## src/rtl/fnd_scan_reader_if.sv

```systemverilog
// Bus bundle for fnd_scan_reader: sampled FND scan lines in, decoded frame out.
// err_count is present only when FND_ERR_COUNT_EN is defined.
interface fnd_scan_reader_if;
   logic [3:0]  fnd_com;
   logic [7:0]  fnd_data;
   logic [15:0] bcd_out;
   logic        frame_valid;
   logic        code_err;
`ifdef FND_ERR_COUNT_EN
   logic [7:0]  err_count;

   modport master (output fnd_com, fnd_data,
                   input  bcd_out, frame_valid, code_err, err_count);
   modport slave  (input  fnd_com, fnd_data,
                   output bcd_out, frame_valid, code_err, err_count);
`else
   modport master (output fnd_com, fnd_data,
                   input  bcd_out, frame_valid, code_err);
   modport slave  (input  fnd_com, fnd_data,
                   output bcd_out, frame_valid, code_err);
`endif
endinterface

```

## src/rtl/fnd_scan_reader.sv

```systemverilog
// Reads a multiplexed 4-digit 7-segment scan and rebuilds the BCD frame.
// Optional FND_ERR_COUNT_EN adds a saturating 8-bit unknown-pattern counter.
module fnd_scan_reader #(
   parameter int unsigned STABLE_CYCLES = 4
) (
   input logic               clk,
   input logic               reset_n,
   fnd_scan_reader_if.slave  bus
);

   localparam logic [3:0] STAB = 4'(STABLE_CYCLES);

   logic [3:0]       com_q, com_d;
   logic [7:0]       data_q, data_d;
   logic [3:0]       cnt_q, cnt_d;
   logic [3:0][3:0]  shadow_q, shadow_d;
   logic [3:0]       cap_q, cap_d;
   logic [15:0]      bcd_q, bcd_d;
   logic             fv_q, fv_d;
   logic             ce_q, ce_d;

   logic             one_hot;
   logic [1:0]       idx;
   logic             same;
   logic             capture;
   logic             known;
   logic [3:0]       nib;
   logic [3:0]       cap_next;

   function automatic logic [4:0] decode(input logic [7:0] pat);
      case (pat)
         8'hC0: decode = {1'b1, 4'h0};
         8'hF9: decode = {1'b1, 4'h1};
         8'hA4: decode = {1'b1, 4'h2};
         8'hB0: decode = {1'b1, 4'h3};
         8'h99: decode = {1'b1, 4'h4};
         8'h92: decode = {1'b1, 4'h5};
         8'h82: decode = {1'b1, 4'h6};
         8'hF8: decode = {1'b1, 4'h7};
         8'h80: decode = {1'b1, 4'h8};
         8'h90: decode = {1'b1, 4'h9};
         8'h88: decode = {1'b1, 4'hA};
         8'h83: decode = {1'b1, 4'hB};
         8'hC6: decode = {1'b1, 4'hC};
         8'hA1: decode = {1'b1, 4'hD};
         8'h7F: decode = {1'b1, 4'hE};
         8'hFF: decode = {1'b1, 4'hF};
         default: decode = {1'b0, 4'h0};
      endcase
   endfunction

   always_comb begin
      com_d    = bus.fnd_com;
      data_d   = bus.fnd_data;
      one_hot  = 1'b1;
      idx      = 2'd0;
      case (com_q)
         4'hE: idx = 2'd0;
         4'hD: idx = 2'd1;
         4'hB: idx = 2'd2;
         4'h7: idx = 2'd3;
         default: one_hot = 1'b0;
      endcase

      // A cycle counts as stable when the sample stage reloads the value it already holds.
      same     = (com_d == com_q) && (data_d == data_q);
      cnt_d    = 4'd0;
      if (one_hot && same)
         cnt_d = (cnt_q == STAB) ? cnt_q : cnt_q + 4'd1;
      capture  = one_hot && same && (cnt_q == STAB - 4'd1);

      {known, nib} = decode(data_q);
      cap_next = cap_q | (4'b0001 << idx);

      shadow_d = shadow_q;
      cap_d    = cap_q;
      bcd_d    = bcd_q;
      fv_d     = 1'b0;
      ce_d     = 1'b0;
      if (capture) begin
         if (known) begin
            shadow_d[idx] = nib;
            if (cap_next == 4'hF) begin
               bcd_d = shadow_d;
               fv_d  = 1'b1;
               cap_d = 4'h0;
            end else begin
               cap_d = cap_next;
            end
         end else begin
            ce_d = 1'b1;
         end
      end
   end

   always_ff @(posedge clk or negedge reset_n) begin
      if (!reset_n) begin
         com_q    <= 4'hF;
         data_q   <= 8'hFF;
         cnt_q    <= 4'd0;
         shadow_q <= '0;
         cap_q    <= 4'h0;
         bcd_q    <= 16'h0000;
         fv_q     <= 1'b0;
         ce_q     <= 1'b0;
      end else begin
         com_q    <= com_d;
         data_q   <= data_d;
         cnt_q    <= cnt_d;
         shadow_q <= shadow_d;
         cap_q    <= cap_d;
         bcd_q    <= bcd_d;
         fv_q     <= fv_d;
         ce_q     <= ce_d;
      end
   end

   assign bus.bcd_out     = bcd_q;
   assign bus.frame_valid = fv_q;
   assign bus.code_err    = ce_q;

`ifdef FND_ERR_COUNT_EN
   logic [7:0] errc_q, errc_d;

   // Counts alongside the code_err pulse so both update on the capture edge.
   always_comb begin
      errc_d = errc_q;
      if (ce_d && errc_q != 8'hFF)
         errc_d = errc_q + 8'd1;
   end

   always_ff @(posedge clk or negedge reset_n) begin
      if (!reset_n) errc_q <= 8'h00;
      else          errc_q <= errc_d;
   end

   assign bus.err_count = errc_q;
`endif

endmodule
```

## src/flat_wrapper.sv

```systemverilog
// flat-port wrapper written by rule: the top's interface ports become plain ports
module fnd_scan_reader_flat 
#(
   parameter int unsigned STABLE_CYCLES = 4
)
  (clk, reset_n, bus_fnd_com, bus_fnd_data, bus_bcd_out, bus_frame_valid, bus_code_err);
  fnd_scan_reader_if bus_i ();
  input logic clk;
  input logic reset_n;
  input wire logic [$bits(bus_i.fnd_com)-1:0] bus_fnd_com;
  input wire logic [$bits(bus_i.fnd_data)-1:0] bus_fnd_data;
  output wire logic [$bits(bus_i.bcd_out)-1:0] bus_bcd_out;
  output wire logic [$bits(bus_i.frame_valid)-1:0] bus_frame_valid;
  output wire logic [$bits(bus_i.code_err)-1:0] bus_code_err;
  assign bus_i.fnd_com = bus_fnd_com;
  assign bus_i.fnd_data = bus_fnd_data;
  assign bus_bcd_out = bus_i.bcd_out;
  assign bus_frame_valid = bus_i.frame_valid;
  assign bus_code_err = bus_i.code_err;
  fnd_scan_reader #(.STABLE_CYCLES(STABLE_CYCLES)) u_core (.clk(clk), .reset_n(reset_n), .bus(bus_i));
endmodule
```

## config.mk

```make
export PLATFORM = sky130hd
export DESIGN_NAME = fnd_scan_reader_flat
export DESIGN_NICKNAME = d
export VERILOG_FILES = /design/src/rtl/fnd_scan_reader_if.sv /design/src/rtl/fnd_scan_reader.sv /design/src/flat_wrapper.sv
export SDC_FILE = /design/constraint.sdc
export NUM_CORES = 1
export LEC_CHECK = 0
export BUFFER_PORTS_ARGS = -buffer_cell sky130_fd_sc_hd__buf_4
export CAP_MARGIN = 25
export CORE_ASPECT_RATIO = 0.5
export CORE_MARGIN = 2
export CORE_UTILIZATION = 36
export CTS_CLUSTER_DIAMETER = 60
export DETAILED_ROUTE_END_ITERATION = 7
export PLACE_DENSITY_LB_ADDON = 0.15
export REMOVE_ABC_BUFFERS = 1
export SLEW_MARGIN = 40
export SYNTH_ARGS = -nofsm -noshare
export SYNTH_HDL_FRONTEND = slang
export SYNTH_SLANG_ARGS = --single-unit
```

## constraint.sdc

```tcl
create_clock -name clk -period 3.36 [get_ports clk]
set_input_delay 0.168 -clock clk [delete_from_list [all_inputs] [get_ports clk]]
set_output_delay 0.168 -clock clk [all_outputs]
set_load 0.005 [all_outputs]
```

==> results of run 1 <==
[synthesized netlist by cell type, drive strengths merged, types with 3 or more instances]
library cell / number / area, um^2
nand2: 10 / 37.5
xor2: 15 / 131
o2111a: 4 / 45.0
nand3: 9 / 45.0
o22a: 5 / 43.8
clkbuf: 8 / 30.0
a31oi: 4 / 25.0
nand4b: 5 / 43.8
nor4b: 4 / 35.0
o21ba: 4 / 40.0
mux2: 28 / 360
or4: 3 / 26.3
nor4: 5 / 31.3
dfstp: 12 / 315
buf: 6 / 45.0
o21ai: 9 / 45.0
nor3: 4 / 25.0
and3: 4 / 25.0
nand4: 4 / 25.0
inv: 7 / 26.3
nor2: 11 / 41.3
o31ai: 5 / 37.5
nand2b: 6 / 37.5
and4b: 4 / 40.0
dfrtp: 42 / 1050
mux2i: 5 / 50.1
[worst max-delay path by stage]
stage	startpoint	to	slack [ns]	cells after the start
floorplan	u_core.data_q[0]	u_core.bus.bcd_out[0]	0.12	5
global placement	u_core.data_q[0]	u_core.bus.bcd_out[11]	0.58	6
detailed placement	u_core.data_q[7]	u_core.shadow_q[0]	0.50	5
CTS	u_core.data_q[7]	u_core.shadow_q[0]	0.50	5
global route	u_core.com_q[3]	u_core.bus.bcd_out[9]	0.37	6
finish	u_core.data_q[7]	u_core.shadow_q[0]	0.52	5
[logic make-up (layout without fill, tap and decap cells)]
group,after synthesis,count (layout),synth area share
muxes,33,33,0.141
DFF,54,54,0.469
xor gates and xnor gates,16,16,0.0481
and+or+nand+nor,84,84,0.184
AOI/OAI and AO/OA,41,41,0.115
adders and majority gates,2,2,0.00859
buffers and inverters,21,60,0.0348
[critical path, stage by stage, from the launching register on]
cell and delay [ns]:
dfstp_2 0.62, or3b_1 0.41, or4_4 0.51, nand4_1 0.36, o2111a_1 0.46, mux2_2 0.38
[power by group]
part | internal [uW] | switching, uW
combinational | 44.6 | 50.3
clock | 352 | 234
sequential | 664 | 22.2
total | 1060 | 307
[metal layers]
metal,GRT usage,up-vias
met4,0.0285,0
met2,0.236,38
li1,-,1014
met5,0,-
met1,0.221,1041
met3,0.0413,4
[registers in the layout, indices dropped and copies added (netlist names)]
name	cells
u_core.bus.frame_valid	1
u_core.com_q	4
u_core.cap_q	4
u_core.shadow_q	16
u_core.cnt_q	4
u_core.bus.bcd_out	16
u_core.bus.code_err	1
u_core.data_q	8
[layout make-up]
type                            count  area, um^2
Fill cell                         739        4390
Clock buffer                        6         129
Timing Repair Buffer               45         383
Multi-Input combinational cell    176        1450
Tap cell                          112         140
Clock inverter                      2        37.5
Inverter                            7        26.3
Sequential cell                    54        1370
[metrics by stage]
| step | power [uW] | util | hold WS (ns) | instances | setup WS (ns) |
|---|---|---|---|---|---|
| 2_1_floorplan | 736 | - | -0.128 | 237 | 0.123 |
| 3_3_place_gp | 779 | 0.408 | 0.246 | 381 | 0.578 |
| 3_5_place_dp | 782 | 0.408 | 0.257 | 381 | 0.503 |
| 4_1_cts | 1380 | 0.446 | 0.486 | 402 | 0.496 |
| 5_1_grt | 1430 | 0.446 | 0.518 | 402 | 0.368 |
| 6_report | 1370 | 0.446 | 0.448 | 402 | 0.515 |
==> summary.txt, run 1 <==
Status
  – Status: complete, no violations

Clock tree
  – Hold-fix buffers at CTS: 13
  – CTS Buf Count: 5
  – Setup repair bufs after CTS: 0
  – Clk sink count: 54
  – Worst-skew pair later-pin latency: a little under 0.3 ns
  – Root Driver: clkbuf_16
  – CTS tree: built
  – Bufs on Longest Clock Path: 2
  – Post-CTS Resized: 0
  – Clock transition at path regs: 0.07 ns
  – CTS H-tree lvls: 2

Worst setup path
  – CP Capture Type: register
  – Worst-path fanout max: 9
  – Critical path class: register to register
  – RR Startpoint: u_core.data_q[7]
  – Worst EP arrival: roughly 3 ns
  – RR Endpoint: u_core.shadow_q[0]
  – WP data required: 3.54 ns
  – Reg2Reg Depth: 5
  – Worst Setup Start Kind: register
  – Reg2reg setup slack: roughly 0.52 ns

Global routing
  – Gr usage total: 0.154
  – Initial antenna violation count: 0
  – Largest net degree at the start of global routing: 55
  – First-pass GRT wire length: ~11000 um
  – Total grt overflow: 0
  – Vias in the first global route: ~2000

Finish
  – Final nets: approximately 310
  – Antenna cells: 0
  – Area grow syn2layout: 21.1%
  – Most common cell after layout, fill and taps aside: dfrtp_1
  – Commonest non-fill, non-tap cells in the layout: 42 x dfrtp_1, 31 x buf_4, 16 x mux2_2
  – Ratio of cells with drive above 1 in the final layout: 0.303
  – Final Cell Area: roughly 0.0035 mm^2

Logic synthesis
  – Post-synthesis register bit count: 54
  – Post-synth top flop: dfrtp_1
  – Fraction of registers with async set or reset after synthesis: 1.00
  – Syn Std Cell Area: ~0.003 mm^2
  – Post-synthesis cell count: ~250
  – Ys Warns: 0
  – Sequential element share of the synthesized area: 0.469
  – Synth cell types: between 50 and 60
  – Post-Syn Area per Cell: around 12 um^2
  – EDFF count, synth: 0

Routing
  – WL/cell: approximately 16 um
  – Post-Route WL: 6510 um
  – DR WL met3: ~280 um
  – Via count: approximately 2100
  – Via/cell ratio: 5.22
  – M1 wire length: 3430 um
  – 1st-pass router iterations: 4
  – Drt initial violations: between 100 and 150
  – WL met2: ~2800 um
  – Post-route ant nets: 0
  – DR top layer: met4
  – Drt drc: 0

Floorplan
  – Core area: 0.00791 mm^2
  – Die height: between 60 and 70 um
  – I/O pin total: 32
  – Initial Util: 0.368
  – Die X: between 100 and 150 um
  – Num rows: 23
  – Die Area: 0.00887 mm^2

Placed design
  – DP Wirelength: approximately 4700 um
  – Buffers on Ports: 31
  – Placed cell areas: around 0.0032 mm^2
  – Placer Congestion: just under 0.8

Timing
  – Minimum clock period: about 2.8 ns
  – Worst-margin pin slew: 0.831 ns
  – Final Slew Violations: 0
  – Fmax: 0.352 GHz
  – Setup Skew: 0.00758 ns
  – RSZ-0062 raised after global routing: no
  – Max-slew headroom: 0.440
  – # setup viols final: 0
  – Sum of negative setup slack: 0 ns
  – Crit share post-route: 0.847
  – Fin. Hold Viols: 0

Flow run
  – # Max-Cap Violations: 0

Power and ir drop
  – Static Leak: roughly 0.0016 uW
  – Maximum VDD drop: approximately 200 uV
  – Power density of the placed cells: 388 mW/mm^2

Worst hold path
  – Hold Path Class: input port to async pin
No activity file was read; power rests on OpenSTA's default activity.
==> inputs of run 2 (changes only) <==
Clock period 3.36 ns to 2.6 ns, I/O delays scaled along.
==> summary.txt, run 2 (synthesis gave the netlist of run 1 again) <==
Finish
  – Post-route core utilization: 0.483 (+0.0368)
  – Ratio of cells with drive above 1 in the final layout: 0.391 (+0.0872)
  – Fillcell total: 741 (+0.27%)
  – Area grow syn2layout: 31.1%
  – Most common cell after layout, fill and taps aside: buf_4
  – Commonest non-fill, non-tap cells in the layout: 56 x buf_4, 42 x dfrtp_1, 16 x mux2_2
  – Final nets: 335 (+9.8%)
  – Register Area: 0.00137 mm^2 (unchanged)
  – Antenna cells: 0 (unchanged)
  – Footprint of the multi-input gates: 0.00147 mm^2 (+1.4%)

Flow run
  – # Max-Cap Violations: 0 (unchanged)

Power and ir drop
  – Power density of the placed cells: 468 mW/mm^2 (+21%)
  – Int Power: 1390 uW (+31%)
  – Static Leak: 0.00174 uW (+8.2%)
  – Maximum VDD drop: 237 uV (+21%)
  – Clk pwr share: 0.420 (-0.009)
  – Combinational share of power: 0.096 (+0.027)
  – Switching pwr: 395 uW (+29%)
  – Flop pwr share: 0.485 (-0.017)
  – Switch share: 0.221 (-0.00350)

Worst setup path
  – Worst-path fanout max: 5 (-4)
  – Reg2Reg Depth: 7 (+2)
  – Reg2reg setup slack: -0.09 ns (-0.61 ns)
  – CP Capture Type: register
  – RR Endpoint: u_core.bus.bcd_out[5]
  – RR Startpoint: u_core.data_q[2]
  – Critical path class: register to register
  – Worst Setup Start Kind: register
  – WP data required: 2.78 ns (-0.76 ns)
  – Worst EP arrival: 2.87 ns (-0.16 ns)

Clock tree
  – Bufs on Longest Clock Path: 2 (unchanged)
  – Root Driver: clkbuf_16
  – CTS Buf Count: 5 (unchanged)
  – CTS H-tree lvls: 2 (unchanged)
  – Clk sink count: 54 (unchanged)
  – CTS tree: built
  – Clock transition at path regs: 0.07 ns (about the same)
  – Worst-skew pair later-pin latency: 0.29 ns (about the same)

Timing
  – # setup viols final: 13 (+13)
  – Setup Skew: 0.00572 ns (-0.00186 ns)
  – Min Hold Slack: 0.411 ns (-0.0363 ns)
  – RSZ-0062 raised after global routing: yes
  – Fin. Hold Viols: 0 (unchanged)
  – Fmax: 0.371 GHz (+5.7%)
  – Crit share post-route: 1.04 (+0.189)
  – Worst-margin pin slew: 0.699 ns (-0.132 ns)
  – Max-slew headroom: 0.530 (+0.0900)
  – Final Slew Violations: 0 (unchanged)
  – Minimum clock period: 2.69 ns (-0.152 ns)
  – Final worst slack: -0.0925 ns (-0.608 ns)

Routing
  – Drt initial violations: 91 (-36%)
  – 1st-pass router iterations: 4 (unchanged)
  – Post-Route WL: 6970 um (+7.1%)
  – WL/cell: 16.1 um (-0.37%)
  – Via/cell ratio: 5.17 (-0.86%)
  – Post-route ant nets: 0 (unchanged)
  – Via count: 2234 (+6.5%)
  – Drt drc: 0 (unchanged)

Floorplan
  – Die X: 131 um (unchanged)
  – Num rows: 23 (unchanged)
  – Die height: 67.6 um (unchanged)
  – Die Area: 0.00887 mm^2 (unchanged)
  – I/O pin total: 32 (unchanged)
  – Initial Util: 0.368 (unchanged)
  – Core area: 0.00791 mm^2 (unchanged)

Global routing
  – Initial antenna violation count: 0 (unchanged)
  – Largest net degree at the start of global routing: 55 (unchanged)
  – Vias in the first global route: 2232 (+11%)
  – Total grt overflow: 0 (unchanged)
  – Gr usage total: 0.162 (+0.00831)
  – First-pass GRT wire length: 11100 um (+5.8%)

Placed design
  – Placer Congestion: 0.846 (+7.5%)
  – DP Wirelength: 4970 um (+4.7%)
  – Buffers on Ports: 31 (unchanged)

Worst hold path
  – Hold Path Class: input port to async pin

Status
  – Status: finished with violations
  – Violated checks: negative setup slack
[run 2: changes by cell type in the layout (fill, tap and decap cells not counted), sizes merged]
cell | previous run | this run
clkbuf | 6 | 8
buf | 32 | 60
[run 2: worst max-delay path, stage by stage (launching register included)]
cell and delay, ns:
dfstp_2 0.56, xor2_2 0.08, or4_4 0.53, or4bb_4 0.56
a2111oi_4 0.21, buf_6 0.18, clkbuf_16 0.16, mux2_4 0.29
[run 2: power by group through the flow]
stage          combinational, uW  clock [uW]  sequential, uW
3_5_place_dp                 153           0             881
3_3_place_gp                 151           0             880
5_1_grt                      189         807             867
2_1_floorplan               58.0           0             893
4_1_cts                      169         773             865
6_report                     171         749             866
[run 2: per-layer routing]
metal,GRT usage,up-vias,share of wire
li1,-,1071,-
met1,0.207,1101,0.46
met2,0.280,55,0.46
met3,0.0413,7,0.071
met4,0.0448,0,0.011
met5,0,-,0
[run 2: repair_timing]
item / in CTS / in global routing
gates cloned: 0 / 2
buffers inserted: 0 / 2
hold buffers: 13 / 0
resized for setup: 0 / 10
hold endpoints to repair: 54 / 0
setup endpoints to repair: 14 / 35
pin swaps: 0 / 1
[run 2: layout make-up]
cell class,count,share of cell area
well taps,112,0.0367
clock buffers,6,0.0337
clock inverters,2,0.00983
inverters,7,0.00688
flip-flops and latches,54,0.358
repair buffers,75,0.171
multi-input cells,176,0.384
[run 2: how the worst max path moves through the flow]
stage / to / start
after floorplan: u_core.bus.bcd_out[0] / u_core.data_q[0]
after CTS: u_core.bus.bcd_out[9] / u_core.data_q[2]
after global routing: u_core.bus.bcd_out[1] / u_core.data_q[5]
after global placement: u_core.bus.bcd_out[8] / u_core.data_q[2]
after detailed placement: u_core.bus.bcd_out[0] / u_core.data_q[2]
final: u_core.bus.bcd_out[5] / u_core.data_q[2]
[run 2: metrics by stage]
stage	setup WS, ns	std cells	power (uW)	TNS, ns	area (um^2)
floorplan	-0.637	237	951	-11.88	2840
detailed placement	-0.0616	407	1030	-0.676	3430
global route	-0.147	432	1860	-1.95	3820
finish	-0.0925	432	1790	-0.996	3820
global placement	-0.00223	407	1030	-0.0112	3430
CTS	-0.0738	428	1810	-0.897	3720
==> inputs of run 3 (changes only) <==
Settings changed: BUFFER_PORTS_ARGS -buffer_cell sky130_fd_sc_hd__buf_4 to -buffer_cell sky130_fd_sc_hd__buf_2.
==> summary.txt, run 3 (synthesis gave the netlist of run 1 again) <==
Flow run
  – # Max-Cap Violations: 0 (unchanged)

Floorplan
  – Die Area: 0.00887 mm^2 (unchanged)
  – Die X: 131 um (unchanged)
  – I/O pin total: 32 (unchanged)
  – Num rows: 23 (unchanged)
  – Initial Util: 0.368 (unchanged)
  – Core area: 0.00791 mm^2 (unchanged)
  – Die height: 67.6 um (unchanged)

Global routing
  – Gr usage total: 0.166 (+0.00351)
  – Total grt overflow: 0 (unchanged)
  – Largest net degree at the start of global routing: 48 (-13%)
  – First-pass GRT wire length: 11200 um (+0.43%)
  – Initial antenna violation count: 0 (unchanged)
  – Vias in the first global route: 2141 (-4.1%)

Routing
  – WL/cell: 16.2 um (+0.61%)
  – Drt initial violations: 184 (+100%)
  – Post-Route WL: 7000 um (+0.37%)
  – Post-route ant nets: 0 (unchanged)
  – 1st-pass router iterations: 4 (unchanged)
  – Via count: 2184 (-2.2%)
  – Drt drc: 0 (unchanged)
  – Via/cell ratio: 5.07 (-2.0%)

Finish
  – Post-route core utilization: 0.466 (-0.0166)
  – Antenna cells: 0 (unchanged)
  – Area grow syn2layout: 26.6%
  – Commonest non-fill, non-tap cells in the layout: 42 x dfrtp_1, 31 x buf_2, 28 x buf_4
  – Final nets: 335 (unchanged)
  – Final Cell Area: 0.00369 mm^2 (-3.4%)
  – Ratio of cells with drive above 1 in the final layout: 0.386 (-0.00505)
  – Most common cell after layout, fill and taps aside: dfrtp_1

Clock tree
  – CTS tree: built
  – Bufs on Longest Clock Path: 2 (unchanged)
  – Clk sink count: 54 (unchanged)
  – Root Driver: clkbuf_16
  – Worst-skew pair later-pin latency: 0.29 ns (about the same)
  – Clock transition at path regs: 0.07 ns (about the same)
  – CTS H-tree lvls: 2 (unchanged)
  – CTS Buf Count: 5 (unchanged)

Timing
  – Min Hold Slack: 0.195 ns (-0.217 ns)
  – Fmax: 0.372 GHz (+0.19%)
  – RSZ-0062 raised after global routing: yes
  – Max-slew headroom: 0.478 (-0.0520)
  – Crit share post-route: 1.03 (-0.00192)
  – Final worst slack: -0.0875 ns (+0.00499 ns)
  – Minimum clock period: 2.69 ns (-0.00499 ns)
  – Setup Skew: 0.00298 ns (-0.00274 ns)
  – Final Slew Violations: 0 (unchanged)
  – Worst-margin pin slew: 0.776 ns (+0.0774 ns)
  – # setup viols final: 19 (+6)
  – Fin. Hold Viols: 0 (unchanged)

Worst setup path
  – Critical path class: register to register
  – CP Capture Type: register
  – WP data required: 2.78 ns (about the same)
  – Worst-path fanout max: 8 (+3)
  – Worst Setup Start Kind: register
  – RR Endpoint: u_core.bus.bcd_out[7]
  – Worst EP arrival: 2.87 ns (about the same)
  – RR Startpoint: u_core.data_q[7]
  – Reg2reg setup slack: -0.09 ns (about the same)
  – Reg2Reg Depth: 7 (unchanged)

Status
  – Violated checks: negative setup slack
  – Status: finished with violations

Placed design
  – DP Wirelength: 5020 um (+1.2%)
  – Buffers on Ports: 31 (unchanged)
  – Placer Congestion: 0.839 (-0.83%)
  – Placed cell areas: 0.00334 mm^2 (-2.5%)

Power and ir drop
  – Maximum VDD drop: 219 uV (-7.4%)
  – Static Leak: 0.00172 uW (-1.3%)
  – Power density of the placed cells: 456 mW/mm^2 (-2.4%)

Worst hold path
  – Hold Path Class: input port to async pin
-- run 3: cell count changes in the layout (fill, tap and decap cells not counted), sizes merged --
cell / delta
clkbuf: -2
buf: +1
bufinv: -1
clkinvlp: +1
-- run 3: routing by layer --
| layer | track usage | part of all wire | up-vias | routed length, um |
|---|---|---|---|---|
| met2 | 0.261 | 0.44 | 46 | 3070 |
| met5 | 0 | 0 | - | 0 |
| met3 | 0.0413 | 0.030 | 7 | 212 |
| met1 | 0.226 | 0.52 | 1061 | 3640 |
| met4 | 0.0557 | 0.011 | 0 | 77 |
| li1 | - | - | 1070 | - |
-- run 3: where the power goes --
group / switching, uW / leakage, uW / internal, uW
Combinational: 87.9 / 0.000967 / 72.6
Sequential: 10.2 / 0.000692 / 857
Clock: 304 / 0.0000619 / 352
-- run 3: how the worst max path moves through the flow --
stage                                  end  slack, ns  cells after the start        startpoint
floorplan            u_core.bus.bcd_out[0]      -0.64                      5  u_core.data_q[0]
detailed placement   u_core.bus.bcd_out[4]      -0.04                      6  u_core.data_q[7]
finish               u_core.bus.bcd_out[7]      -0.09                      7  u_core.data_q[7]
CTS                  u_core.bus.bcd_out[9]      -0.05                      6  u_core.data_q[7]
global placement    u_core.bus.bcd_out[11]      -0.01                      6  u_core.data_q[2]
global route         u_core.bus.bcd_out[8]      -0.14                      7  u_core.data_q[7]
-- run 3: timing repair --
action,4_1_cts,5_1_grt
resized for setup,0,6
setup buffers,1,3
setup endpoints to repair,15,24
cloned,0,1
hold buffers,13,0
hold endpoints to repair,19,0
-- run 3: cell type report --
class                   count  area (um^2)
clock inverters             2         15.0
repair buffers             75          552
well taps                 112          140
multi-input cells         176         1460
fillers                   743         4230
inverters                   7         26.3
flip-flops and latches     54         1370
clock buffers               5          125
-- run 3: per-stage QoR --
step	total power (uW)	cells	TNS, ns	setup WS [ns]
floorplan	951	237	-11.88	-0.637
global placement	1020	406	-0.121	-0.0110
detailed placement	1030	406	-0.512	-0.0428
CTS	1710	427	-0.573	-0.0466
global route	1760	431	-2.29	-0.138
finish	1680	431	-1.23	-0.0875
-- run 3: critical path: stages, from the launching register on --
cell	delay, ns
dfstp_2	0.55
or3b_4	0.38
or4_4	0.50
and4_4	0.21
a2111oi_4	0.27
buf_4	0.20
clkbuf_16	0.16
mux2_4	0.29
